--- src/rtl/apb_slave_mem_if.sv ---
// APB3 bus bundle between a requester and the apb_slave_mem completer.
interface apb_slave_mem_if #(
    parameter int ADDR_WIDTH = 8,
    parameter int DATA_WIDTH = 32
);
    logic                  psel;
    logic                  penable;
    logic                  pwrite;
    logic [ADDR_WIDTH-1:0] paddr;
    logic [DATA_WIDTH-1:0] pwdata;
    logic [DATA_WIDTH-1:0] prdata;
    logic                  pready;
    logic                  pslverr;

    modport master (
        output psel, penable, pwrite, paddr, pwdata,
        input  prdata, pready, pslverr
    );

    modport slave (
        input  psel, penable, pwrite, paddr, pwdata,
        output prdata, pready, pslverr
    );
endinterface

--- src/rtl/apb_slave_mem.sv ---
// APB3 completer backed by a word-addressed register file; out-of-range words answer PSLVERR.
// Define APB_WAIT_STATE_EN to insert one wait state into every transfer (default: zero wait states).
module apb_slave_mem #(
    parameter int ADDR_WIDTH = 8,
    parameter int DATA_WIDTH = 32,
    parameter int MEM_DEPTH  = 32
) (
    input  logic           pclk,
    input  logic           prst,
    apb_slave_mem_if.slave bus
);
    localparam int IDX_W = (MEM_DEPTH > 1) ? $clog2(MEM_DEPTH) : 1;

    typedef enum logic [1:0] {
        IDLE   = 2'd0,
        SETUP  = 2'd1,
        ACCESS = 2'd2
    } state_t;

    state_t                state_r;
    state_t                phase_s;
    logic                  done_r;
    logic                  wait_ok_s;
    logic                  err_s;
    logic                  pready_s;
    logic                  commit_s;
    logic [IDX_W-1:0]      idx_s;
    logic [DATA_WIDTH-1:0] mem_r [MEM_DEPTH];

    // Phase of the current bus cycle: state_r is last cycle's phase, done_r says it completed.
    always_comb begin
        phase_s = IDLE;
        case (state_r)
            IDLE: begin
                if (bus.psel && !bus.penable) phase_s = SETUP;
                else                          phase_s = IDLE;
            end
            SETUP: begin
                if (!bus.psel)        phase_s = IDLE;
                else if (bus.penable) phase_s = ACCESS;
                else                  phase_s = SETUP;
            end
            ACCESS: begin
                if (!done_r)                       phase_s = ACCESS;
                else if (bus.psel && !bus.penable) phase_s = SETUP;
                else                               phase_s = IDLE;
            end
            default: phase_s = IDLE;
        endcase
    end

`ifdef APB_WAIT_STATE_EN
    logic waited_r;

    // Marks that the first ACCESS cycle of the current transfer has already been spent waiting.
    always_ff @(posedge pclk) begin
        if (prst) begin
            waited_r <= 1'b0;
        end else begin
            waited_r <= (phase_s == ACCESS) && !waited_r;
        end
    end

    assign wait_ok_s = waited_r;
`else
    assign wait_ok_s = 1'b1;
`endif

    assign err_s    = (32'(bus.paddr) >= 32'(MEM_DEPTH));
    assign idx_s    = bus.paddr[IDX_W-1:0];
    assign pready_s = (phase_s == ACCESS) && wait_ok_s && !prst;
    assign commit_s = pready_s && bus.pwrite && !err_s;

    assign bus.pready  = pready_s;
    assign bus.pslverr = pready_s && err_s;
    assign bus.prdata  = (pready_s && !bus.pwrite && !err_s) ? mem_r[idx_s] : {DATA_WIDTH{1'b0}};

    // Phase tracking and memory; reset clears every word so post-reset reads return zero.
    always_ff @(posedge pclk) begin
        if (prst) begin
            state_r <= IDLE;
            done_r  <= 1'b0;
            for (int i = 0; i < MEM_DEPTH; i++) begin
                mem_r[i] <= {DATA_WIDTH{1'b0}};
            end
        end else begin
            state_r <= phase_s;
            done_r  <= pready_s;
            if (commit_s) begin
                mem_r[idx_s] <= bus.pwdata;
            end
        end
    end
endmodule

--- src/flat_wrapper.sv ---
// flat-port wrapper written by rule: the top's interface ports become plain ports
module apb_slave_mem_flat 
#(
    parameter int ADDR_WIDTH = 8,
    parameter int DATA_WIDTH = 32,
    parameter int MEM_DEPTH  = 32
)
  (pclk, prst, bus_psel, bus_penable, bus_pwrite, bus_paddr, bus_pwdata, bus_prdata, bus_pready, bus_pslverr);
  apb_slave_mem_if #(.ADDR_WIDTH(ADDR_WIDTH), .DATA_WIDTH(DATA_WIDTH)) bus_i ();
  input  logic pclk;
  input  logic prst;
  input wire logic [$bits(bus_i.psel)-1:0] bus_psel;
  input wire logic [$bits(bus_i.penable)-1:0] bus_penable;
  input wire logic [$bits(bus_i.pwrite)-1:0] bus_pwrite;
  input wire logic [$bits(bus_i.paddr)-1:0] bus_paddr;
  input wire logic [$bits(bus_i.pwdata)-1:0] bus_pwdata;
  output wire logic [$bits(bus_i.prdata)-1:0] bus_prdata;
  output wire logic [$bits(bus_i.pready)-1:0] bus_pready;
  output wire logic [$bits(bus_i.pslverr)-1:0] bus_pslverr;
  assign bus_i.psel = bus_psel;
  assign bus_i.penable = bus_penable;
  assign bus_i.pwrite = bus_pwrite;
  assign bus_i.paddr = bus_paddr;
  assign bus_i.pwdata = bus_pwdata;
  assign bus_prdata = bus_i.prdata;
  assign bus_pready = bus_i.pready;
  assign bus_pslverr = bus_i.pslverr;
  apb_slave_mem #(.ADDR_WIDTH(ADDR_WIDTH), .DATA_WIDTH(DATA_WIDTH), .MEM_DEPTH(MEM_DEPTH)) u_core (.pclk(pclk), .prst(prst), .bus(bus_i));
endmodule
--- config.mk ---
export PLATFORM = sky130hd
export DESIGN_NAME = apb_slave_mem_flat
export DESIGN_NICKNAME = d
export VERILOG_FILES = /design/src/rtl/apb_slave_mem_if.sv /design/src/rtl/apb_slave_mem.sv /design/src/flat_wrapper.sv
export SDC_FILE = /design/constraint.sdc
export NUM_CORES = 1
export LEC_CHECK = 0
export ABC_AREA = 1
export BUFFER_PORTS_ARGS = -buffer_cell sky130_fd_sc_hd__clkbuf_2
export CORE_MARGIN = 3
export CORE_UTILIZATION = 45
export DETAILED_ROUTE_END_ITERATION = 8
export PLACE_DENSITY = 0.6
export SETUP_SLACK_MARGIN = 0.4
export SLEW_MARGIN = 20
export SYNTH_ARGS = -nofsm -noshare
export SYNTH_HDL_FRONTEND = slang
export SYNTH_SLANG_ARGS = --single-unit
export TNS_END_PERCENT = 20
--- constraint.sdc ---
create_clock -name pclk -period 4.6 [get_ports pclk]
set_input_delay 0.23 -clock pclk [delete_from_list [all_inputs] [get_ports pclk]]
set_output_delay 0.23 -clock pclk [all_outputs]
set_load 0.01 [all_outputs]
# Yosys cells after proc, flatten, opt, wreduce, memory -nomap -nowiden
# Memories as Yosys holds them, arrays and structs flattened.
# Cells that the tools add are included.
# Widths: inputs -> output; s select.
# op_classes
n_eq_ne,3
n_mux,14
n_lt_le_gt_ge,1
n_reduce_logical,13
# op_table
operator,n
$mux 32,2
$reduce_or 32->1,1
$ge 8x6->1 const B,1
$logic_and 1x1->1,7
$mux 1,7
$mux 2,3
$pmux 2 s3,1
$mux 5,1
$eq 2x2->1 const B,2
$logic_not 1->1,4
$eq 2x1->1 const B,1
$logic_not 2->1,1
# word_totals
memories,1
elab_cells,34
output_inout_bits,34
reg_bits,3
ramBits,1024
# memory_table
name,words,width,rd,rd_ports_with_merged_regs,wr,line_no,text
u_core.mem_r,32,32,1,0,32,apb_slave_mem.sv:28,logic [DATA_WIDTH-1:0] mem_r [MEM_DEPTH];

# Longest topological paths before layout
# logic_depth
word_depth,14
ltp_mapped,13

# Least setup slack after synthesis
# No wires, ideal clock.
# synth_timing
path_type,reg-to-reg
start,register u_core.done_r
end,"memory u_core.mem_r[7][0], enable pin"
path_stages_with_launch,9
setup_slack_ns,0.764
synth_period_minus_slack_ns,3.836
arrival_time_ns,3.371
setup_time_ns,0.466
t_required_ns,4.134
cell_sequence,dfxtp_1 -> inv_1 -> nand2_1 -> o22ai_1 -> nand2_1 -> inv_2 -> buf_2 -> nand2_1 -> o21ai_0
# synth_lines
element,line_no,text
"start, declared",apb_slave_mem.sv:22,logic done_r;
"start signal, assigned",apb_slave_mem.sv:88,done_r <= pready_s;
"end, declared",apb_slave_mem.sv:28,

# Worst setup path after layout
# layout_timing
start,input bus_paddr[0]
end,output bus_prdata[11]
# layout_between
elab_chain_cells,4
# layout_lines
element,line_no,text
"start, declared",flat_wrapper.sv:15,input wire logic [$bits(bus_i.paddr)-1:0] bus_paddr;
$ge 8x6->1,apb_slave_mem.sv:69,assign err_s = (32'(bus.paddr) >= 32'(MEM_DEPTH));
$logic_not 1->1,apb_slave_mem.sv:76,assign bus.prdata = (pready_s && !bus.pwrite && !err_s) ? mem_r[idx_s] : {DATA_WIDTH{1'b0}};
$logic_and 1x1->1,apb_slave_mem.sv:76,
$mux 32 (*),apb_slave_mem.sv:76,
"end, declared",flat_wrapper.sv:17,output wire logic [$bits(bus_i.prdata)-1:0] bus_prdata;
# Every way passes the cells marked *; elsewhere a longest branch is shown, timed or not.

==> reports/qor.csv <==
metric,value,unit
# DRC,0,
Core ar.,0.102,mm^2
worst-margin pin slew,1.21,ns
sequential area share after synthesis,65.8,%
detailed placement HPWL,94.6,mm
total power per unit cell area,401,mW/mm^2
final hold vios,0,
largest net degree at the start of global routing,115,
period utilization,76.4,%
area of the multi-input gates,0.0135,mm^2
synthesized flop and latch total,1027,
required time worst endpoint,4.37,ns
clock buffer depth,3,
final worst-path setup slack,1.09,ns
Synth Area in Simple Gates,25.6,%
total number of vias,36000,
Placement Cell Area,0.0489,mm^2
initial antenna violation count,3,
grt ovf,0,
final wirelength,159,mm
Worst Setup End Kind,primary output,
IO buf count,78,
number of cell rows,117,
Setup WS pre-CTS,1.29,ns
Die X,329,um
design area,0.0524,mm^2
Vias/cell,5.50,
CTS Buf Count,110,
Post-Synth Adder-Cell Area,0,%
synth unique cells,20,
Yosys top cell area share,65.7,%
initial core utilization,45.7,%
Setup crit start kind,input pin,
Register Area,0.0308,mm^2
"area leader, netlist",edfxtp_1,
Synth Net Count,5147,
largest family of logic cells by synthesized area,simple AND/OR/NAND/NOR gates,
Compound-Gate Fraction of Synth Area,3.07,%
RSZ-0062 raised after global routing,false,
Wirelength per Cell,24.4,um
final core occ,51.1,%
maximum clock rate,285,MHz
HP Class,input pin to flop,
Post-DRT Antenna Nets,0,
Ports,79,
first-pass GRT wire length,230,mm
vias in the first global route,33300,
max-cap violations,0,
GPL Wtd Cong,0.891,
CP Buf/Inv Count,3,
Worst EP arrival,3.28,ns
Layout Skew,0.0217,ns
status,"complete, no violations",
P&R area growth vs syn,11.9,%
WS Path Type,input pin to primary output,
total negative slack,0,ns
final setup violating endpoints,0,
crit-path max FO,75,
fraction of layout cells with a size suffix above 1,8.08,%
drt initial violations,4907,
VDD IR-drop max,0.267,mV
Mapped Area,0.0468,mm^2
syn avg cell area,9.18,um^2
post-synthesis xor/xnor area fraction,0,%
Worst-Skew Late Latency,0.70,ns
# nets final,5125,
First-pass DRT Iterations,6,
H-tree levels,3,
Total GRT Usage,29.3,%
"most used cell, CP",nand2_1,
hold bufs inserted after CTS,2,
Syn. warnings,0,
family with the most delay on the worst path,buffers and inverters,
clock-pin transition on the worst setup and hold timing paths,0.06,ns
slowest cell on the critical path,buf_4,
CTS root buf,clkbuf_16,
Area contributors post-synth,"edfxtp_1, nor2_1, nand2_1",
Die Ht,329,um
TritonCTS clock tree,yes,
Mapped Cells,5102,
# fillers,9436,
Post-CTS Setup Bufs,0,
CTS sink cnt,1027,
crit path time final,3.51,ns
cells along the critical path,buf_8 -> buf_4 -> nor2_1 -> o21bai_1 -> nand2_1 -> nand2_1 -> nand2_1 -> nor2_1 -> nand2_1 -> nor2_1 -> clkbuf_2,
Resized cells post-CTS,0,
Leakage,22.5,nW
mux contribution to synthesized area,0,%
Rel. slew slack,19.2,%
die area,0.108,mm^2
"Slew Viols, Final",0,
slowest cell delay on critical path,0.80,ns
[routing by layer]
layer	vias up	global-route usage, %	wire length [um]
met5	-	0	27
met4	4	11.7	6690
met3	304	5.92	18400
met2	2063	44.2	70800
met1	17400	41.6	63600
li1	16200	-	-
[power by group]
part	internal [mW]	total, mW	switching [mW]	leakage (nW)
clock	4.97	8.71	3.74	1.71
combinational	0.358	1.64	1.28	10.2
sequential	10.6	10.7	0.0895	10.6
[stage by stage]
stage	power [mW]	hold WS (ns)	std cells
5_1_grt	21.6	0.120	6539
3_3_place_gp	12.5	0.410	6334
2_1_floorplan	11.7	0.303	5102
6_report	21.0	0.0606	6540
3_5_place_dp	12.5	0.418	6334
4_1_cts	21.1	0.0362	6539
[area by class of cell]
type	instances	share of cell area [%]
antenna	1	0.00477
clock buffer	133	5.54
clock inverter	70	1.10
inverter	300	2.17
multi-input combinational	3397	25.8
sequential	1027	58.8
tap	1368	3.27
timing repair buffer	244	3.37
[state kept, by name (all words and copies together), names as in the netlist]
signal and cells:
u_core.done_r 1, u_core.mem_r 1024, u_core.state_r 2
[worst min-delay path: stages]
cell and delay [ns]:
clkbuf_2 0.09, nand2_1 0.06, o22ai_1 0.06, nand2_1 0.20
inv_1 0.06
[cells in the final DEF (no fill, tap or decap), types with 2 or more instances in the layout]
master	netlist	final
clkbuf_1	290	20
nand2_4	0	2
nor3_1	32	32
inv_6	0	2
o22ai_1	16	16
clkinv_8	0	2
clkinv_4	0	2
buf_12	0	9
dlygate4sd3_1	0	2
nand2_2	0	3
nor2_4	0	2
nor2_1	1909	1907
edfxtp_1	1024	1024
inv_1	294	293
inv_2	4	4
o21bai_1	28	28
bufinv_16	0	9
nand2_1	1123	1118
o21ai_0	223	222
clkbuf_2	0	76
clkinv_2	0	25
clkbuf_16	0	113
nor3_4	0	8
clkinvlp_4	0	2
buf_4	0	156
dfxtp_1	3	3
nand4_1	50	50
clkinv_1	2	30
nand3_1	5	5
[worst paths after layout]
path                     start             endpoint  slack (ns)  depth (start not counted)
max reg2reg      u_core.done_r  u_core.mem_r[1][20]        1.59                          9
min reg2reg  u_core.state_r[0]        u_core.done_r        0.75                          4
min                bus_penable        u_core.done_r        0.06                          5
max               bus_paddr[0]       bus_prdata[11]        1.09                         11
[synth_stat cells]
| library cell | number |
|---|---|
| dfxtp_1 | 3 |
| inv_2 | 4 |
| nand3_1 | 5 |
| clkbuf_1 | 290 |
| nor2_1 | 1909 |
| edfxtp_1 | 1024 |
| buf_2 | 51 |
| o22ai_1 | 16 |
| inv_1 | 294 |
| o21bai_1 | 28 |
| nor3_1 | 32 |
| clkinv_1 | 2 |
| o21ai_0 | 223 |
| or2_1 | 1 |
| a211oi_1 | 1 |
| nand2_1 | 1123 |
| a21oi_1 | 1 |
| nor3_2 | 8 |
| buf_1 | 37 |
| nand4_1 | 50 |
[kinds of logic (layout without fill, tap and decap cells)]
logic type             after synthesis  in the layout
and+or+nand+nor                   3128           3128
buffers and inverters              678            747
other                                0              1
DFF                               1027           1027
AOI/OAI and AO/OA                  269            269
Power figures use the tool's default switching activity.
